### src/rtl/ahb_clac_pkg.sv
// Shared encodings for the clac AHB-Lite slave: register map, bus codes, FSM states.
package ahb_clac_pkg;

  localparam int unsigned OFF_CTRL   = 32'h00;
  localparam int unsigned OFF_OPA    = 32'h04;
  localparam int unsigned OFF_OPB    = 32'h08;
  localparam int unsigned OFF_RESULT = 32'h0C;
  localparam int unsigned OFF_STATUS = 32'h10;

  localparam logic [2:0] IDX_CTRL   = 3'd0;
  localparam logic [2:0] IDX_OPA    = 3'd1;
  localparam logic [2:0] IDX_OPB    = 3'd2;
  localparam logic [2:0] IDX_RESULT = 3'd3;
  localparam logic [2:0] IDX_STATUS = 3'd4;

  localparam logic [2:0] HSIZE_WORD = 3'b010;

  typedef enum logic [1:0] {
    HTRANS_IDLE   = 2'b00,
    HTRANS_BUSY   = 2'b01,
    HTRANS_NONSEQ = 2'b10,
    HTRANS_SEQ    = 2'b11
  } htrans_e;

  localparam logic HRESP_OKAY  = 1'b0;
  localparam logic HRESP_ERROR = 1'b1;

  typedef enum logic [1:0] {
    ST_IDLE = 2'd0,
    ST_CALC = 2'd1,
    ST_DONE = 2'd2
  } state_e;

  // Accepted transfer carried from the address phase into the data phase.
  typedef struct packed {
    logic       valid;
    logic       write;
    logic [2:0] idx;
  } dp_t;

endpackage

### src/rtl/ahb_clac_err.sv
// Two-cycle AHB ERROR responder: wait state with ERROR, then ready with ERROR.
module ahb_clac_err
  import ahb_clac_pkg::*;
(
  input  logic hclk,
  input  logic hrst,
  input  logic err_req,
  output logic hreadyout,
  output logic hresp
);

  always_ff @(posedge hclk) begin
    if (hrst) begin
      hreadyout <= 1'b1;
      hresp     <= HRESP_OKAY;
    end else if (!hreadyout) begin
      hreadyout <= 1'b1;
      hresp     <= HRESP_ERROR;
    end else if (err_req) begin
      hreadyout <= 1'b0;
      hresp     <= HRESP_ERROR;
    end else begin
      hreadyout <= 1'b1;
      hresp     <= HRESP_OKAY;
    end
  end

endmodule

### src/rtl/ahb_clac_slv.sv
// AHB-Lite slave front end for clac: operand/mode registers, calc sequencer, result capture.
module ahb_clac_slv
  import ahb_clac_pkg::*;
#(
  parameter int unsigned ADDR_W      = 8,
  parameter int unsigned CALC_CYCLES = 1
) (
  input  logic              hclk,
  input  logic              hrst,
  input  logic              hsel,
  input  logic [ADDR_W-1:0] haddr,
  input  logic [1:0]        htrans,
  input  logic              hwrite,
  input  logic [2:0]        hsize,
  input  logic [31:0]       hwdata,
  input  logic              hready,
  output logic              hreadyout,
  output logic              hresp,
  output logic [31:0]       hrdata,
  output logic              clac_ctrl,
  output logic [1:0]        clac_mode,
  output logic [15:0]       opcode_a,
  output logic [15:0]       opcode_b,
  input  logic [31:0]       clac_result
);

  state_e      state;
  logic [3:0]  cnt;
  logic [31:0] result;
  logic        drop;
  dp_t         dp;

  logic        accept_c, bad_c, rd_c, status_rd_c;
  logic        ctrl_wr_c, opa_wr_c, opb_wr_c;
  logic [2:0]  idx_c;
  logic [31:0] rdata_c;
  logic        unused;

  assign unused = ^hwdata[31:16];

  assign accept_c = hsel && hready &&
                    (htrans == HTRANS_NONSEQ || htrans == HTRANS_SEQ);
  assign bad_c = (haddr > ADDR_W'(OFF_STATUS)) || (haddr[1:0] != 2'b00) ||
                 (hsize != HSIZE_WORD) ||
                 (hwrite && (haddr == ADDR_W'(OFF_RESULT) || haddr == ADDR_W'(OFF_STATUS)));
  assign idx_c       = haddr[4:2];
  assign rd_c        = accept_c && !bad_c && !hwrite;
  assign status_rd_c = rd_c && (idx_c == IDX_STATUS);

  // Data-phase write strobes; hwdata is valid on the edge that ends the data phase.
  assign ctrl_wr_c = dp.valid && dp.write && (dp.idx == IDX_CTRL);
  assign opa_wr_c  = dp.valid && dp.write && (dp.idx == IDX_OPA);
  assign opb_wr_c  = dp.valid && dp.write && (dp.idx == IDX_OPB);

  always_comb begin
    rdata_c = '0;
    case (idx_c)
      IDX_CTRL:   rdata_c = {29'b0, clac_mode, 1'b0};
      IDX_OPA:    rdata_c = {16'b0, opcode_a};
      IDX_OPB:    rdata_c = {16'b0, opcode_b};
      IDX_RESULT: rdata_c = result;
      IDX_STATUS: rdata_c = {30'b0, drop, state == ST_DONE};
      default:    rdata_c = '0;
    endcase
  end

  ahb_clac_err u_err (
    .hclk      (hclk),
    .hrst      (hrst),
    .err_req   (accept_c && bad_c),
    .hreadyout (hreadyout),
    .hresp     (hresp)
  );

  // Read data is captured on the address-phase edge so it is valid for the whole data phase.
  always_ff @(posedge hclk) begin
    if (hrst) begin
      state     <= ST_IDLE;
      cnt       <= '0;
      dp        <= '0;
      clac_ctrl <= 1'b0;
      clac_mode <= '0;
      opcode_a  <= '0;
      opcode_b  <= '0;
      result    <= '0;
      drop      <= 1'b0;
      hrdata    <= '0;
    end else begin
      dp <= '{valid: accept_c && !bad_c, write: hwrite, idx: idx_c};
      if (rd_c) hrdata <= rdata_c;
      if (status_rd_c) drop <= 1'b0;
      case (state)
        ST_CALC: begin
          if (ctrl_wr_c || opa_wr_c || opb_wr_c) drop <= 1'b1;
          if (cnt == 4'(CALC_CYCLES - 1)) begin
            result    <= clac_result;
            state     <= ST_DONE;
            clac_ctrl <= 1'b0;
            cnt       <= '0;
          end else begin
            cnt <= cnt + 4'd1;
          end
        end
        default: begin
          if (opa_wr_c)  opcode_a  <= hwdata[15:0];
          if (opb_wr_c)  opcode_b  <= hwdata[15:0];
          if (ctrl_wr_c) clac_mode <= hwdata[2:1];
          if (ctrl_wr_c && hwdata[0]) begin
            state     <= ST_CALC;
            cnt       <= '0;
            clac_ctrl <= 1'b1;
          end else if (state == ST_DONE && status_rd_c) begin
            state <= ST_IDLE;
          end
        end
      endcase
    end
  end

endmodule

### config.mk
export PLATFORM = sky130hd
export DESIGN_NAME = ahb_clac_slv
export DESIGN_NICKNAME = d
export VERILOG_FILES = /design/src/rtl/ahb_clac_pkg.sv /design/src/rtl/ahb_clac_err.sv /design/src/rtl/ahb_clac_slv.sv
export SDC_FILE = /design/constraint.sdc
export NUM_CORES = 1
export LEC_CHECK = 0
export ABC_AREA = 1
export ABC_CLOCK_PERIOD_IN_PS = 1700
export CAP_MARGIN = 40
export CORE_MARGIN = 5
export CORE_UTILIZATION = 46
export CTS_CLUSTER_DIAMETER = 120
export CTS_CLUSTER_SIZE = 10
export DETAILED_ROUTE_END_ITERATION = 16
export GPL_ROUTABILITY_DRIVEN = 0
export GPL_TIMING_DRIVEN = 0
export PLACE_DENSITY = 0.82
export SLEW_MARGIN = 20
export SYNTH_ARGS = -nofsm -noshare
export SYNTH_HDL_FRONTEND = slang
export SYNTH_SLANG_ARGS = --single-unit
### constraint.sdc
create_clock -name hclk -period 1.7 [get_ports hclk]
set_clock_uncertainty 0.15 [all_clocks]
set_input_delay 0.17 -clock hclk [delete_from_list [all_inputs] [get_ports hclk]]
set_output_delay 0.17 -clock hclk [all_outputs]
set_load 0.03 [all_outputs]
==> run_results.csv <==
group,metric,value,unit
timing,max_freq,597.3,MHz
synthesis,synthFlopType,"dfxtp_1",
drt,vias_per_cell,5.380,
finish,nFillCells,758,
grt,antenna_found_initial,0,
timing,whs,33.37,ps
critical_path,critPathRequiredTime,1930,ps
placed_design,portBuffers,132,
timing,setup_violations,0,
timing,drv_slew,0,
critical_path,crit_arrival,1900,ps
synthesis,synth_edf_count,0,
clock_tree,clock-sinks,113,
critical_path,cp-start-kind,"input port",
synthesis,synthesis.area,0.004682,mm2
critical_path,cp-startpoint,"haddr[3]",
grt,grt_pass1_vias,5130,
grt,grt_max_degree,17,
drt,drt_first_pass_iters,5,
clock_tree,numCtsBuffers,17,
synthesis,ys_types,32,
floorplanning,initial_utilization,47.46,%
outcome,outcome,"finished clean",
synthesis,yosys-top-cells-area,"dfxtp_1, nor2_1, inv_1",
timing,fin_crit,1674,ps
power,cellPowerDensity,998.7,mW/mm2
finish,antenna_cells,0,
timing,finalHoldViolations,0,
grt,grt_use_total,24.75,%
clock_tree,cts_tree,"done",
drt,drc,0,
critical_path,r2r_start,"cnt[1]$_SDFFE_PP0P_",
synthesis,synth.top_cell.area_share,48.32,%
critical_path,crit_type,"input port to register",
finish,final_nets,876,
drt,wl,15.52,mm
critical_path,endpoint_kind,"register",
grt,grt_first_pass_wirelength,24.70,mm
floorplanning,row_count,36,
timing,finalSetupTns,0,ps
timing,fin_crit_sh,98.47,%
synthesis,yosysSeqAreaShare,48.32,%
synthesis,syn_nets,718,
drt,drtAntennaViolNets,0,
drt,drt_iter0_drc,452,
clock_tree,htree_levels,4,
critical_path,worstSetupEndpoint,"hrdata[5]$_SDFFE_PP0N_",
synthesis,synth_cells,634,
finish,drive_above_1_share,9.701,%
power,irDropWorstVdd,0.0006685,V
critical_path,r2r_setup_slack,70,ps
synthesis,syn_avg_cell_area,7.385,um2
critical_path,worstPathMaxFanout,10,
drt,wl_per_cell,16.56,um
floorplanning,coreArea,0.009864,mm2
synthesis,yosysTopAreaCell,"dfxtp_1",
job,drv_cap,0,
synthesis,postSynth.asyncResetShare,0,%
min_path,hold_path.class,"input port to register",
timing,relSlewSlack,60.23,%
synthesis,yosys_warnings,0,
power,p_total,0.006823,W
floorplanning,die_h,110.9,um
clock_tree,clk_latency,520,ps
critical_path,r2r_end,"state[0]$_SDFFE_PP0P_",
power,leakage,3.023,nW
clock_tree,clk_pin_slew,60,ps
finish,syn2layout_area_growth,45.91,%
floorplanning,ioPinCount,151,
grt,grt_overflow,0,
placed_design,placed_cells,899,
placed_design,dp_hpwl,10.73,mm
critical_path,reg2reg_depth,8,
finish,stdcell_count,937,
floorplanning,dieArea,0.01230,mm2
synthesis,ys_ff_latch,113,
clock_tree,clockBufferDepth,2,
drt,vias,5041,
floorplanning,dieWidth,110.9,um
min_path,whs_path_depth,3,
timing,worst_pin_slew,596.6,ps
clock_tree,clock-root-buffer,"clkbuf_8",
-- worst min path at each step --
stage          slack, ps                          to                        from
2_1_floorplan        150       state[1]$_SDFFE_PP0P_                      hwrite
3_3_place_gp         260  u_err.hreadyout$_SDFF_PP1_  u_err.hreadyout$_SDFF_PP1_
3_5_place_dp         270  u_err.hreadyout$_SDFF_PP1_  u_err.hreadyout$_SDFF_PP1_
4_1_cts               20         cnt[2]$_SDFFE_PP0P_                        hrst
5_1_grt               50         cnt[2]$_SDFFE_PP0P_                        hrst
6_report              30         cnt[2]$_SDFFE_PP0P_                        hrst
-- cell usage after synthesis, types with 5 or more instances --
library cell and number:
nor2_1 105, nand3_1 7, buf_2 5, nand4_1 8, clkbuf_1 21, inv_2 5, nand2_1 72, a21oi_1 58
o221ai_1 13, inv_1 98, buf_6 5, dfxtp_1 113, o21ai_0 57, o21ai_1 40
-- stage by stage --
step	area, um2	setup slack (ps)	utilization [%]
after global placement	6170	-472.8	62.54
final	6832	25.93	69.25
after floorplan	4682	198.8	-
after global routing	6832	-2.751	69.25
after detailed placement	6170	-496.9	62.54
after CTS	6749	3.373	68.42
-- flip-flops by register name (all words and copies together) (netlist names) --
register and flops:
hrdata 32, result 32, opcode_a 16, opcode_b 16, dp 5, cnt 4, clac_mode 2, state 2
clac_ctrl 1, drop 1, u_err.hreadyout 1, u_err.hresp 1
-- worst max-delay path, cell delays in order --
cell             delay (ps)
clkdlybuf4s50_1         560
inv_4                   160
nand2_2                  90
nand3_2                  90
nand2_2                  70
nor2_4                  110
nand3_4                 150
buf_6                   190
o21ai_1                 210
nor2_1                   80
-- power breakdown --
| group | switching [W] | total, W | internal (W) |
|---|---|---|---|
| clock | 0.00123 | 0.00382 | 0.00259 |
| combinational | 0.000172 | 0.000342 | 0.000170 |
| sequential | 0.00000377 | 0.00266 | 0.00266 |
| total | 0.00141 | 0.00682 | 0.00542 |
-- logic make-up after synthesis --
logic type / after synthesis / synth area share [%]
and+or+nand+nor: 207 / 18.97
AOI/OAI and AO/OA: 174 / 19.96
buffers and inverters: 138 / 12.21
DFF: 113 / 48.32
adders and majority gates: 2 / 0.5344
-- cell usage in the layout, fill, tap and decap left out, drive strengths merged --
cell	netlist	layout
clkbuf	21	42
nand3b	1	1
nand4	8	8
o221ai	13	13
nor3	2	2
clkdlybuf4s50	0	63
o21ai	97	97
a21oi	58	58
and2	1	1
nand2	76	76
inv	104	104
o2111ai	1	1
ha	2	2
clkinv	0	2
buf	13	19
bufinv	0	5
clkinvlp	0	3
nor2	109	109
nand3	10	10
dfxtp	113	113
o22ai	1	1
o211ai	2	2
dlygate4sd3	0	1
o21a	1	1
dlygate4sd2	0	69
a211oi	1	1
-- routing by layer --
layer | vias to the layer above | track usage (%) | wire length, um
li1 | 2353 | - | -
met1 | 2331 | 29.29 | 6154
met2 | 303 | 42.31 | 7453
met3 | 54 | 6.277 | 1370
met4 | 0 | 10.84 | 539
met5 | - | 0 | 0
-- timing repair --
action	4_1_cts	5_1_grt
setup endpoints to repair	118	73
cloned	0	1
gates resized for setup	79	29
hold endpoints to repair	3	0
pin swaps	1	2
buffers inserted	1	4
hold buffers	1	0
-- cell type report --
cell class | instances | area, um2 | area share, %
buffer | 34 | 216.5 | 3.169
clock buffer | 21 | 449.2 | 6.575
clock inverter | 10 | 182.7 | 2.674
inverter | 104 | 395.4 | 5.788
multi-input combinational | 383 | 1872 | 27.40
sequential | 113 | 2262 | 33.11
tap | 133 | 166.4 | 2.436
timing repair buffer | 139 | 1287 | 18.85
(Power assumes the default switching activity.)
